===== config.mk =====
export PLATFORM = sky130hd
export DESIGN_NAME = inst_fetch_flat
export DESIGN_NICKNAME = d
export VERILOG_FILES = /design/src/rtl/inst_fetch_if.sv /design/src/rtl/inst_fetch.sv /design/src/flat_wrapper.sv
export SDC_FILE = /design/constraint.sdc
export NUM_CORES = 1
export LEC_CHECK = 0
export ABC_AREA = 1
export CORE_MARGIN = 10
export CORE_UTILIZATION = 40
export DETAILED_ROUTE_END_ITERATION = 12
export GPL_ROUTABILITY_DRIVEN = 1
export PLACE_DENSITY = 0.74
export RECOVER_POWER = 100
export SYNTH_ARGS = -nofsm -noshare
export SYNTH_HDL_FRONTEND = slang
export SYNTH_SLANG_ARGS = --single-unit

===== constraint.sdc =====
create_clock -name clk -period 2.4 [get_ports clk]
set_clock_uncertainty 0.15 [all_clocks]
set_input_delay 0.48 -clock clk [delete_from_list [all_inputs] [get_ports clk]]
set_output_delay 0.48 -clock clk [all_outputs]
set_load 0.02 [all_outputs]

===== src/rtl/inst_fetch_if.sv =====
// Fetch-side bundle: instruction memory port, redirect input and decode-stage handshake.
interface inst_fetch_if;
    logic        imem_req;
    logic [31:0] imem_addr;
    logic        imem_gnt;
    logic        imem_rvalid;
    logic [31:0] imem_rdata;
    logic        redirect;
    logic [31:0] redirect_pc;
    logic        inst_valid;
    logic [31:0] inst;
    logic [31:0] program_counter;
    logic        inst_ready;

    modport master (
        output imem_req, imem_addr, inst_valid, inst, program_counter,
        input  imem_gnt, imem_rvalid, imem_rdata, redirect, redirect_pc, inst_ready
    );

    modport slave (
        input  imem_req, imem_addr, inst_valid, inst, program_counter,
        output imem_gnt, imem_rvalid, imem_rdata, redirect, redirect_pc, inst_ready
    );
endinterface


===== src/rtl/inst_fetch.sv =====
// Instruction fetch unit: single-outstanding memory requester feeding a small in-order buffer.
// Optional IFETCH_PERF_EN adds a 32-bit count of instructions handed to decode.
module inst_fetch #(
    parameter logic [31:0] RESET_PC  = 32'h0000_0000,
    parameter int unsigned BUF_DEPTH = 2
) (
    input  logic        clk,
    input  logic        rstn,
`ifdef IFETCH_PERF_EN
    output logic [31:0] perf_fetched,
`endif
    inst_fetch_if.master bus
);
    localparam int unsigned CW = $clog2(BUF_DEPTH + 1);
    localparam int unsigned AW = $clog2(BUF_DEPTH);

    typedef enum logic [1:0] {S_IDLE, S_REQ, S_WAIT, S_DISCARD} state_t;

    state_t        r_state;
    state_t        w_state_next;
    logic [31:0]   r_fetch_pc;
    logic [31:0]   r_gnt_pc;
    logic [31:0]   r_buf_inst [BUF_DEPTH];
    logic [31:0]   r_buf_pc   [BUF_DEPTH];
    logic [CW-1:0] r_count;
    logic [CW-1:0] w_count_next;
    logic          r_req;
    logic          r_inst_valid;
    logic          w_pop;
    logic          w_push;
    logic          w_gnt;
    logic [AW-1:0] w_wr_idx;
    logic          w_unused;

    assign w_pop    = r_inst_valid & bus.inst_ready;
    assign w_gnt    = (r_state == S_REQ) & bus.imem_gnt;
    assign w_push   = (r_state == S_WAIT) & bus.imem_rvalid & ~bus.redirect;
    // Head is always entry 0; a new word lands just above the surviving entries.
    assign w_wr_idx = AW'(r_count - CW'(w_pop));
    assign w_unused = ^bus.redirect_pc[1:0];

    // Next state and buffer occupancy
    always_comb begin
        w_state_next = r_state;
        w_count_next = r_count;
        if (bus.redirect) begin
            w_count_next = '0;
            if (((r_state == S_WAIT) && !bus.imem_rvalid) || w_gnt || (r_state == S_DISCARD)) begin
                w_state_next = S_DISCARD;
            end else begin
                w_state_next = S_IDLE;
            end
        end else begin
            w_count_next = r_count + CW'(w_push) - CW'(w_pop);
            unique case (r_state)
                S_IDLE:    if (r_count < CW'(BUF_DEPTH)) w_state_next = S_REQ;
                S_REQ:     if (bus.imem_gnt) w_state_next = S_WAIT;
                S_WAIT:    if (bus.imem_rvalid) w_state_next = S_IDLE;
                S_DISCARD: if (bus.imem_rvalid) w_state_next = S_IDLE;
            endcase
        end
    end

    // State, fetch address and instruction buffer
    always_ff @(posedge clk or negedge rstn) begin
        if (!rstn) begin
            r_state      <= S_IDLE;
            r_fetch_pc   <= RESET_PC;
            r_gnt_pc     <= '0;
            r_count      <= '0;
            r_req        <= 1'b0;
            r_inst_valid <= 1'b0;
            for (int i = 0; i < int'(BUF_DEPTH); i++) begin
                r_buf_inst[AW'(i)] <= '0;
                r_buf_pc[AW'(i)]   <= '0;
            end
        end else begin
            r_state      <= w_state_next;
            r_count      <= w_count_next;
            r_req        <= (w_state_next == S_REQ);
            r_inst_valid <= (w_count_next != '0);
            if (bus.redirect) begin
                r_fetch_pc <= {bus.redirect_pc[31:2], 2'b00};
            end else if (w_gnt) begin
                r_fetch_pc <= r_fetch_pc + 32'd4;
                r_gnt_pc   <= r_fetch_pc;
            end
            if (!bus.redirect) begin
                if (w_pop) begin
                    for (int i = 0; i < int'(BUF_DEPTH) - 1; i++) begin
                        r_buf_inst[AW'(i)] <= r_buf_inst[AW'(i + 1)];
                        r_buf_pc[AW'(i)]   <= r_buf_pc[AW'(i + 1)];
                    end
                end
                if (w_push) begin
                    r_buf_inst[w_wr_idx] <= bus.imem_rdata;
                    r_buf_pc[w_wr_idx]   <= r_gnt_pc;
                end
            end
        end
    end

    assign bus.imem_req        = r_req;
    assign bus.imem_addr       = r_fetch_pc;
    assign bus.inst_valid      = r_inst_valid;
    assign bus.inst            = r_buf_inst[0];
    assign bus.program_counter = r_buf_pc[0];

`ifdef IFETCH_PERF_EN
    logic [31:0] r_perf_fetched;

    always_ff @(posedge clk or negedge rstn) begin
        if (!rstn) begin
            r_perf_fetched <= '0;
        end else if (w_pop) begin
            r_perf_fetched <= r_perf_fetched + 32'd1;
        end
    end

    assign perf_fetched = r_perf_fetched;
`endif

endmodule


===== src/flat_wrapper.sv =====
// flat-port wrapper written by rule: the top's interface ports become plain ports
module inst_fetch_flat 
#(
    parameter logic [31:0] RESET_PC  = 32'h0000_0000,
    parameter int unsigned BUF_DEPTH = 2
)
  (clk, rstn, bus_imem_req, bus_imem_addr, bus_inst_valid, bus_inst, bus_program_counter, bus_imem_gnt, bus_imem_rvalid, bus_imem_rdata, bus_redirect, bus_redirect_pc, bus_inst_ready);
  inst_fetch_if bus_i ();
  input  logic clk;
  input  logic rstn;
  output wire logic [$bits(bus_i.imem_req)-1:0] bus_imem_req;
  output wire logic [$bits(bus_i.imem_addr)-1:0] bus_imem_addr;
  output wire logic [$bits(bus_i.inst_valid)-1:0] bus_inst_valid;
  output wire logic [$bits(bus_i.inst)-1:0] bus_inst;
  output wire logic [$bits(bus_i.program_counter)-1:0] bus_program_counter;
  input wire logic [$bits(bus_i.imem_gnt)-1:0] bus_imem_gnt;
  input wire logic [$bits(bus_i.imem_rvalid)-1:0] bus_imem_rvalid;
  input wire logic [$bits(bus_i.imem_rdata)-1:0] bus_imem_rdata;
  input wire logic [$bits(bus_i.redirect)-1:0] bus_redirect;
  input wire logic [$bits(bus_i.redirect_pc)-1:0] bus_redirect_pc;
  input wire logic [$bits(bus_i.inst_ready)-1:0] bus_inst_ready;
  assign bus_imem_req = bus_i.imem_req;
  assign bus_imem_addr = bus_i.imem_addr;
  assign bus_inst_valid = bus_i.inst_valid;
  assign bus_inst = bus_i.inst;
  assign bus_program_counter = bus_i.program_counter;
  assign bus_i.imem_gnt = bus_imem_gnt;
  assign bus_i.imem_rvalid = bus_imem_rvalid;
  assign bus_i.imem_rdata = bus_imem_rdata;
  assign bus_i.redirect = bus_redirect;
  assign bus_i.redirect_pc = bus_redirect_pc;
  assign bus_i.inst_ready = bus_inst_ready;
  inst_fetch #(.RESET_PC(RESET_PC), .BUF_DEPTH(BUF_DEPTH)) u_core (.clk(clk), .rstn(rstn), .bus(bus_i));
endmodule

==> flow_metrics.py, run 1 <==
metrics = {
    "worst_setup_path": {
        "critPathArrivalTime_ns": 1.64,
        "worst_path_max_delay_cell": "dlygate4sd3_1",
        "criticalPathCategory": "register to primary output",
        "max_stage_delay_ns": 0.73,
        "cp-start-kind": "register",
        "crit_chain": "dlygate4sd3_1",
        "r2r-start": "u_core.bus.imem_addr[2]",
        "path_buf_inv": 1,
        "crit_fanout": 6,
        "crit_cells": 1,
        "reg2reg_depth": 8,
        "crit_family": "buffers and inverters",
        "cp-end-kind": "primary output",
        "cp.required_ns": 1.77,
        "crit_start": "u_core.bus.imem_addr[20]",
        "r2r_slack_ns": 0.36,
    },
    "clock_tree": {
        "cts_max_level": 4,
        "clock-sinks": 129,
        "clkLatencyLatePin_ns": 0.42,
        "clockBufferDepth": 2,
        "cts_tree": "done",
        "ctsRootBufferMaster": "clkbuf_16",
        "post_cts_buffers": 0,
        "postCtsHoldBufs": 1,
        "cts.clk_slew.worst_paths_ns": 0.06,
        "cts_buffers": 17,
        "cts-resized-gates": 0,
    },
    "timing": {
        "rsz0062_at_grt": "no",
        "hold_viol_final": 0,
        "clock.fmax_mhz": 441,
        "fin_crit_ns": 2.27,
        "fin_crit_sh": 0.945,
        "worst_pin_slew_ns": 0.955,
        "slew_viol_final": 0,
        "slew_headroom": 0.363,
        "fin_tns_setup_ns": 0,
        "setup_viol": 0,
    },
    "cells_and_area": {
        "seqCellArea_sq_um": 3230,
        "nets": 992,
        "n_antenna_cell": 0,
        "multi_input_area_sq_um": 2230,
        "stdcell_area_sq_um": 8440,
        "syn_to_final_growth_pct": 42.5,
        "fillers": 1307,
        "drive_gt1_frac": 0.0558,
    },
    "place": {
        "place_area_sq_um": 7840,
        "gp_routability_congestion": 0.882,
        "hpwlAfterDp_um": 12900,
        "portBuffers": 163,
    },
    "yosys": {
        "synth_seq_cells": 129,
        "netlist_area_sq_um": 5920,
        "seq_area_frac_synth": 0.545,
        "synthCells": 752,
        "ys_warn_count": 0,
        "synth_cell_types": 26,
        "avgSynthCellArea_sq_um": 7.88,
    },
    "drt": {
        "detail-route-antenna-nets": 0,
        "drtPass1Iterations": 5,
        "drt-initial-drc-count": 277,
        "vias_per_cell": 4.86,
        "vias": 5426,
        "wire_per_inst_um": 15.7,
        "drcViolationCount": 0,
        "routed_wl_um": 17600,
    },
    "global_route": {
        "grt_max_degree": 77,
        "grt_pass1_vias": 5590,
        "grt_usage": 0.179,
        "grt_antenna_before_repair": 0,
        "gr-total-overflow": 0,
        "grt_pass1_wl_um": 28800,
    },
    "worst_hold_path": {
        "holdPathStages": 2,
        "min-delay-path-class": "register to register",
        "holdCritStartpoint": "u_core.bus.inst[15]",
    },
    "run_status": {
        "outcome": "finished, final reports clean",
    },
    "floorplan": {
        "ios": 168,
        "rows": 44,
        "dieHeight_um": 142,
        "core_sq_um": 14500,
        "die_area_sq_um": 20100,
        "start_util": 0.408,
        "die_w_um": 142,
    },
    "job": {
        "cap_violations": 0,
    },
    "power": {
        "p_clk_frac": 0.295,
        "ir_drop_mv": 0.531,
        "switching_share": 0.357,
        "p_leak_nw": 4.19,
        "p_seq_frac": 0.358,
        "netSwitchingPower_w": 0.00344,
        "p_int_w": 0.00620,
        "combPwrFrac": 0.347,
        "p_per_area_nw_per_um2": 1140,
    },
}
-- path summary, 6_finish.rpt --
path                                                  end
hold reg to reg                       u_core.bus.inst[15]
hold / removal                        u_core.bus.inst[15]
min in group asynchronous              u_core.bus.inst[8]
max in group asynchronous  u_core.bus.program_counter[22]
setup reg to reg                 u_core.bus.imem_addr[22]
setup / recovery                        bus_imem_addr[20]
-- layer usage --
layer  vias up  wire length, um  global-route usage  part of all wire
met2       198             7930               0.280              0.45
li1       2705                -                   -                 -
met3        13             1770              0.0718              0.10
met1      2510             7680               0.223              0.44
met5         -                0                   0                 0
met4         0              190              0.0533             0.011
-- Yosys cell counts --
cell type  instances  area [sq um]
conb_1             1          3.75
o21ai_1           11          55.1
a31oi_1            1          6.26
nand3b_1           2          15.0
o21bai_1           1          7.51
nand4_1            3          18.8
buf_1              1          3.75
inv_1             77           289
o21ai_0           44           220
clkbuf_1          18          67.6
nor3_4             1          16.3
nand2_1          243           912
and2_1             1          6.26
nor2_1            83           312
o22ai_1            1          6.26
dfrtp_1          129          3230
o211ai_1           3          22.5
ha_1               3          37.5
a21boi_0           6          45.0
buf_2             13          65.1
nor2_4             1          11.3
a21oi_1           24           120
buf_4              3          22.5
buf_6              1          11.3
nand3_1           77           385
xor2_1             4          35.0
-- cell type report --
type	instances	area share
Tap cell	184	0.0273
Inverter	77	0.0343
Multi-Input combinational cell	511	0.264
Sequential cell	129	0.383
Clock inverter	14	0.0252
Clock buffer	18	0.0520
Timing Repair Buffer	183	0.214
-- cells by family (layout without fill, tap and decap cells) --
logic type,after synthesis,after routing,share of synthesized area
AND/OR/NAND/NOR,411,411,0.283
flip-flops,129,129,0.545
buffers and inverters,113,292,0.0775
AO/OA/AOI/OAI,91,91,0.0815
XOR/XNOR,4,4,0.00591
adder cells (fa/ha/maj),3,3,0.00634
other,1,2,0.000633
-- registers in the layout, summed over array words and instances (netlist names) --
| signal | flops |
|---|---|
| u_core.bus.imem_addr | 30 |
| u_core.r_state | 2 |
| u_core.bus.inst | 32 |
| u_core.bus.inst_valid | 1 |
| u_core.r_count | 2 |
| u_core.bus.program_counter | 31 |
| u_core.bus.imem_req | 1 |
| u_core.r_gnt_pc | 30 |
-- cells in the final DEF, fill, tap and decap left out --
cell             count
clkinvlp_4           4
nand2_2              1
a31oi_1              1
conb_1               2
nor2_1              83
o21ai_0             55
o211ai_1             3
clkbuf_1             2
clkdlybuf4s50_1     65
clkinv_2             3
o22ai_1              1
o21bai_1             1
dlygate4sd3_1       98
ha_1                 3
buf_6                1
buf_12               3
nand2_1            242
xor2_1               4
nor3_1               1
buf_4               10
nand4_1              3
inv_1               77
bufinv_16            5
clkbuf_2             3
clkinv_4             2
a21boi_0             6
and2_1               1
nand3b_1             2
a21oi_1             24
clkbuf_8             1
clkbuf_4             1
nand3_1             77
nor2_4               1
dfrtp_1            129
clkbuf_16           17
-- through the flow --
step	std cells	util	power, W	setup slack (ns)	hold slack (ns)
5_1_grt	1116	0.581	0.0103	0.0667	0.338
2_1_floorplan	753	-	0.00532	0.388	0.0344
6_report	1116	0.581	0.00965	0.131	0.312
4_1_cts	1116	0.585	0.0100	0.169	0.322
3_5_place_dp	1083	0.539	0.00716	0.0503	0.308
3_3_place_gp	1083	0.539	0.00708	0.0957	0.302
-- power by group through the flow --
| stage | sequential (W) | clock, W | combinational [W] |
|---|---|---|---|
| 5_1_grt | 0.00357 | 0.00300 | 0.00373 |
| 3_3_place_gp | 0.00349 | 0 | 0.00358 |
| 6_report | 0.00345 | 0.00285 | 0.00335 |
| 3_5_place_dp | 0.00352 | 0 | 0.00364 |
| 4_1_cts | 0.00349 | 0.00290 | 0.00366 |
| 2_1_floorplan | 0.00415 | 0 | 0.00118 |
(Power assumes the default switching activity.)
==> run 2, diff against run 1 <==
--- a/config.mk
+++ b/config.mk
@@ -6,11 +6,13 @@
 export NUM_CORES = 1
 export LEC_CHECK = 0
 export ABC_AREA = 1
+export CELL_PAD_IN_SITES_DETAIL_PLACEMENT = 0
+export CELL_PAD_IN_SITES_GLOBAL_PLACEMENT = 2
 export CORE_MARGIN = 10
-export CORE_UTILIZATION = 40
+export CORE_UTILIZATION = 27
 export DETAILED_ROUTE_END_ITERATION = 12
 export GPL_ROUTABILITY_DRIVEN = 1
-export PLACE_DENSITY = 0.74
+export PLACE_DENSITY = 0.85
 export RECOVER_POWER = 100
 export SYNTH_ARGS = -nofsm -noshare
 export SYNTH_HDL_FRONTEND = slang
==> run 2 against run 1 <==
  * Global-route usage decreased by 4.1 points
  * Clock power fell by 6%
  * Utilization shrank 19 points
  * Cell count rose by 9.2%
  * Via count is 1.1% lower
  * Maximum frequency up 1.9%
  * Sequential share of layout area fell by 0.57 points
  * Count of clock-buffer cells in the layout up 1
  * Design area increased by 1.5%
  * Wire length rose by 9.7%
  * Sequential power about the same
  * Critical endpoint is now bus_imem_addr[21]
==> flow_metrics.py, run 2 (synthesized netlist as in run 1, its figures left out) <==
metrics = {
    "floorplan": {
        "dieHeight_um": 168,
        "rows": 54,
        "die_area_sq_um": 28300,
        "core_sq_um": 21700,
        "ios": 168,
        "die_w_um": 168,
        "start_util": 0.273,
    },
    "clock_tree": {
        "cts.clk_slew.worst_paths_ns": 0.06,
        "cts_buffers": 17,
        "cts_max_level": 4,
        "clock-sinks": 129,
        "ctsRootBufferMaster": "clkbuf_16",
        "cts_tree": "done",
        "clockBufferDepth": 2,
        "post_cts_buffers": 0,
        "postCtsHoldBufs": 1,
        "clkLatencyLatePin_ns": 0.41,
        "cts-resized-gates": 0,
    },
    "timing": {
        "timing.hold.ws_ns": 0.312,
        "slew_headroom": 0.157,
        "setup_viol": 0,
        "fin_crit_ns": 2.23,
        "worst_slack_ns": 0.175,
        "clock.fmax_mhz": 449,
        "slew_viol_final": 0,
        "worst_pin_slew_ns": 1.26,
        "fin_crit_sh": 0.927,
        "fin_tns_setup_ns": 0,
        "hold_viol_final": 0,
        "rsz0062_at_grt": "no",
    },
    "drt": {
        "drt-initial-drc-count": 356,
        "vias_per_cell": 4.40,
        "detail-route-antenna-nets": 0,
        "drtPass1Iterations": 4,
        "routed_wl_um": 19300,
        "vias": 5367,
        "wire_per_inst_um": 15.8,
        "drcViolationCount": 0,
    },
    "worst_setup_path": {
        "cp-start-kind": "register",
        "criticalPathCategory": "register to primary output",
        "crit_fanout": 6,
        "cp-end-kind": "primary output",
        "r2r-start": "u_core.bus.imem_addr[3]",
        "crit_start": "u_core.bus.imem_addr[21]",
        "path_buf_inv": 1,
        "critPathArrivalTime_ns": 1.60,
        "max_stage_delay_ns": 0.73,
        "cp.required_ns": 1.77,
        "crit_chain": "dlygate4sd3_1",
        "crit_family": "buffers and inverters",
        "worst_path_max_delay_cell": "dlygate4sd3_1",
    },
    "cells_and_area": {
        "n_antenna_cell": 0,
        "final_common_cell": "nand2_1",
        "fillers": 2266,
        "final_cell_count_no_fill": 1219,
        "largest_reg_flops": 32,
        "nets": 999,
        "drive_gt1_frac": 0.0575,
        "layout_common_cells": "243 x nand2_1, 129 x dfrtp_1, 99 x dlygate4sd3_1",
        "syn_to_final_growth_pct": 44.6,
    },
    "place": {
        "place_inst": 1186,
        "portBuffers": 163,
        "hpwlAfterDp_um": 14400,
        "gp_routability_congestion": 0.793,
        "dp_slack_ns": 0.189,
    },
    "power": {
        "ir_drop_mv": 0.515,
        "p_per_area_nw_per_um2": 1110,
        "p_leak_nw": 4.19,
        "power.total_w": 0.00951,
    },
    "global_route": {
        "grt_pass1_wl_um": 31100,
        "gr-total-overflow": 0,
        "grt_pass1_vias": 5431,
        "grt_max_degree": 45,
        "grt_antenna_before_repair": 0,
        "grt_usage": 0.138,
    },
    "worst_hold_path": {
        "holdCritStartpoint": "u_core.bus.inst[17]",
        "min-delay-path-class": "register to register",
    },
    "job": {
        "cap_violations": 0,
    },
    "run_status": {
        "outcome": "finished, final reports clean",
    },
}
==> run 2: per-layer routing <==
layer,global-route usage,up-vias,share of wire
li1,-,2730,-
met1,0.184,2510,0.48
met2,0.211,114,0.46
met3,0.0412,13,0.050
met4,0.0371,0,0.010
met5,0,-,0
==> run 2: path summary, 6_finish.rpt <==
check	slack (ns)	end	cells after the start
setup / recovery	0.17	bus_imem_addr[21]	1
hold / removal	0.31	u_core.bus.inst[17]	2
max in group asynchronous	0.37	u_core.bus.imem_addr[19]	3
setup reg to reg	0.39	u_core.bus.imem_addr[22]	10
min in group asynchronous	0.74	u_core.bus.program_counter[21]	2
hold reg to reg	0.31	u_core.bus.inst[17]	2
==> run 2: area by class of cell <==
class | count | area (sq um) | share of cell area
Clock inverter | 13 | 161 | 0.0188
Sequential cell | 129 | 3230 | 0.377
Tap cell | 280 | 350 | 0.0409
Multi-Input combinational cell | 511 | 2240 | 0.261
Clock buffer | 19 | 443 | 0.0517
Inverter | 77 | 289 | 0.0337
Timing Repair Buffer | 190 | 1850 | 0.216
==> run 2: report_power, final <==
group / total, W / switching, W / internal, W
Combinational: 0.00339 / 0.00202 / 0.00136
Sequential: 0.00346 / 0.000460 / 0.00300
Clock: 0.00267 / 0.00101 / 0.00166
==> run 2: metrics by stage <==
step / cell area [sq um] / util
after detailed placement: 8020 / 0.370
final: 8570 / 0.395
after global routing: 8570 / 0.395
after floorplan: 5930 / -
after CTS: 8630 / 0.398
after global placement: 8020 / 0.370
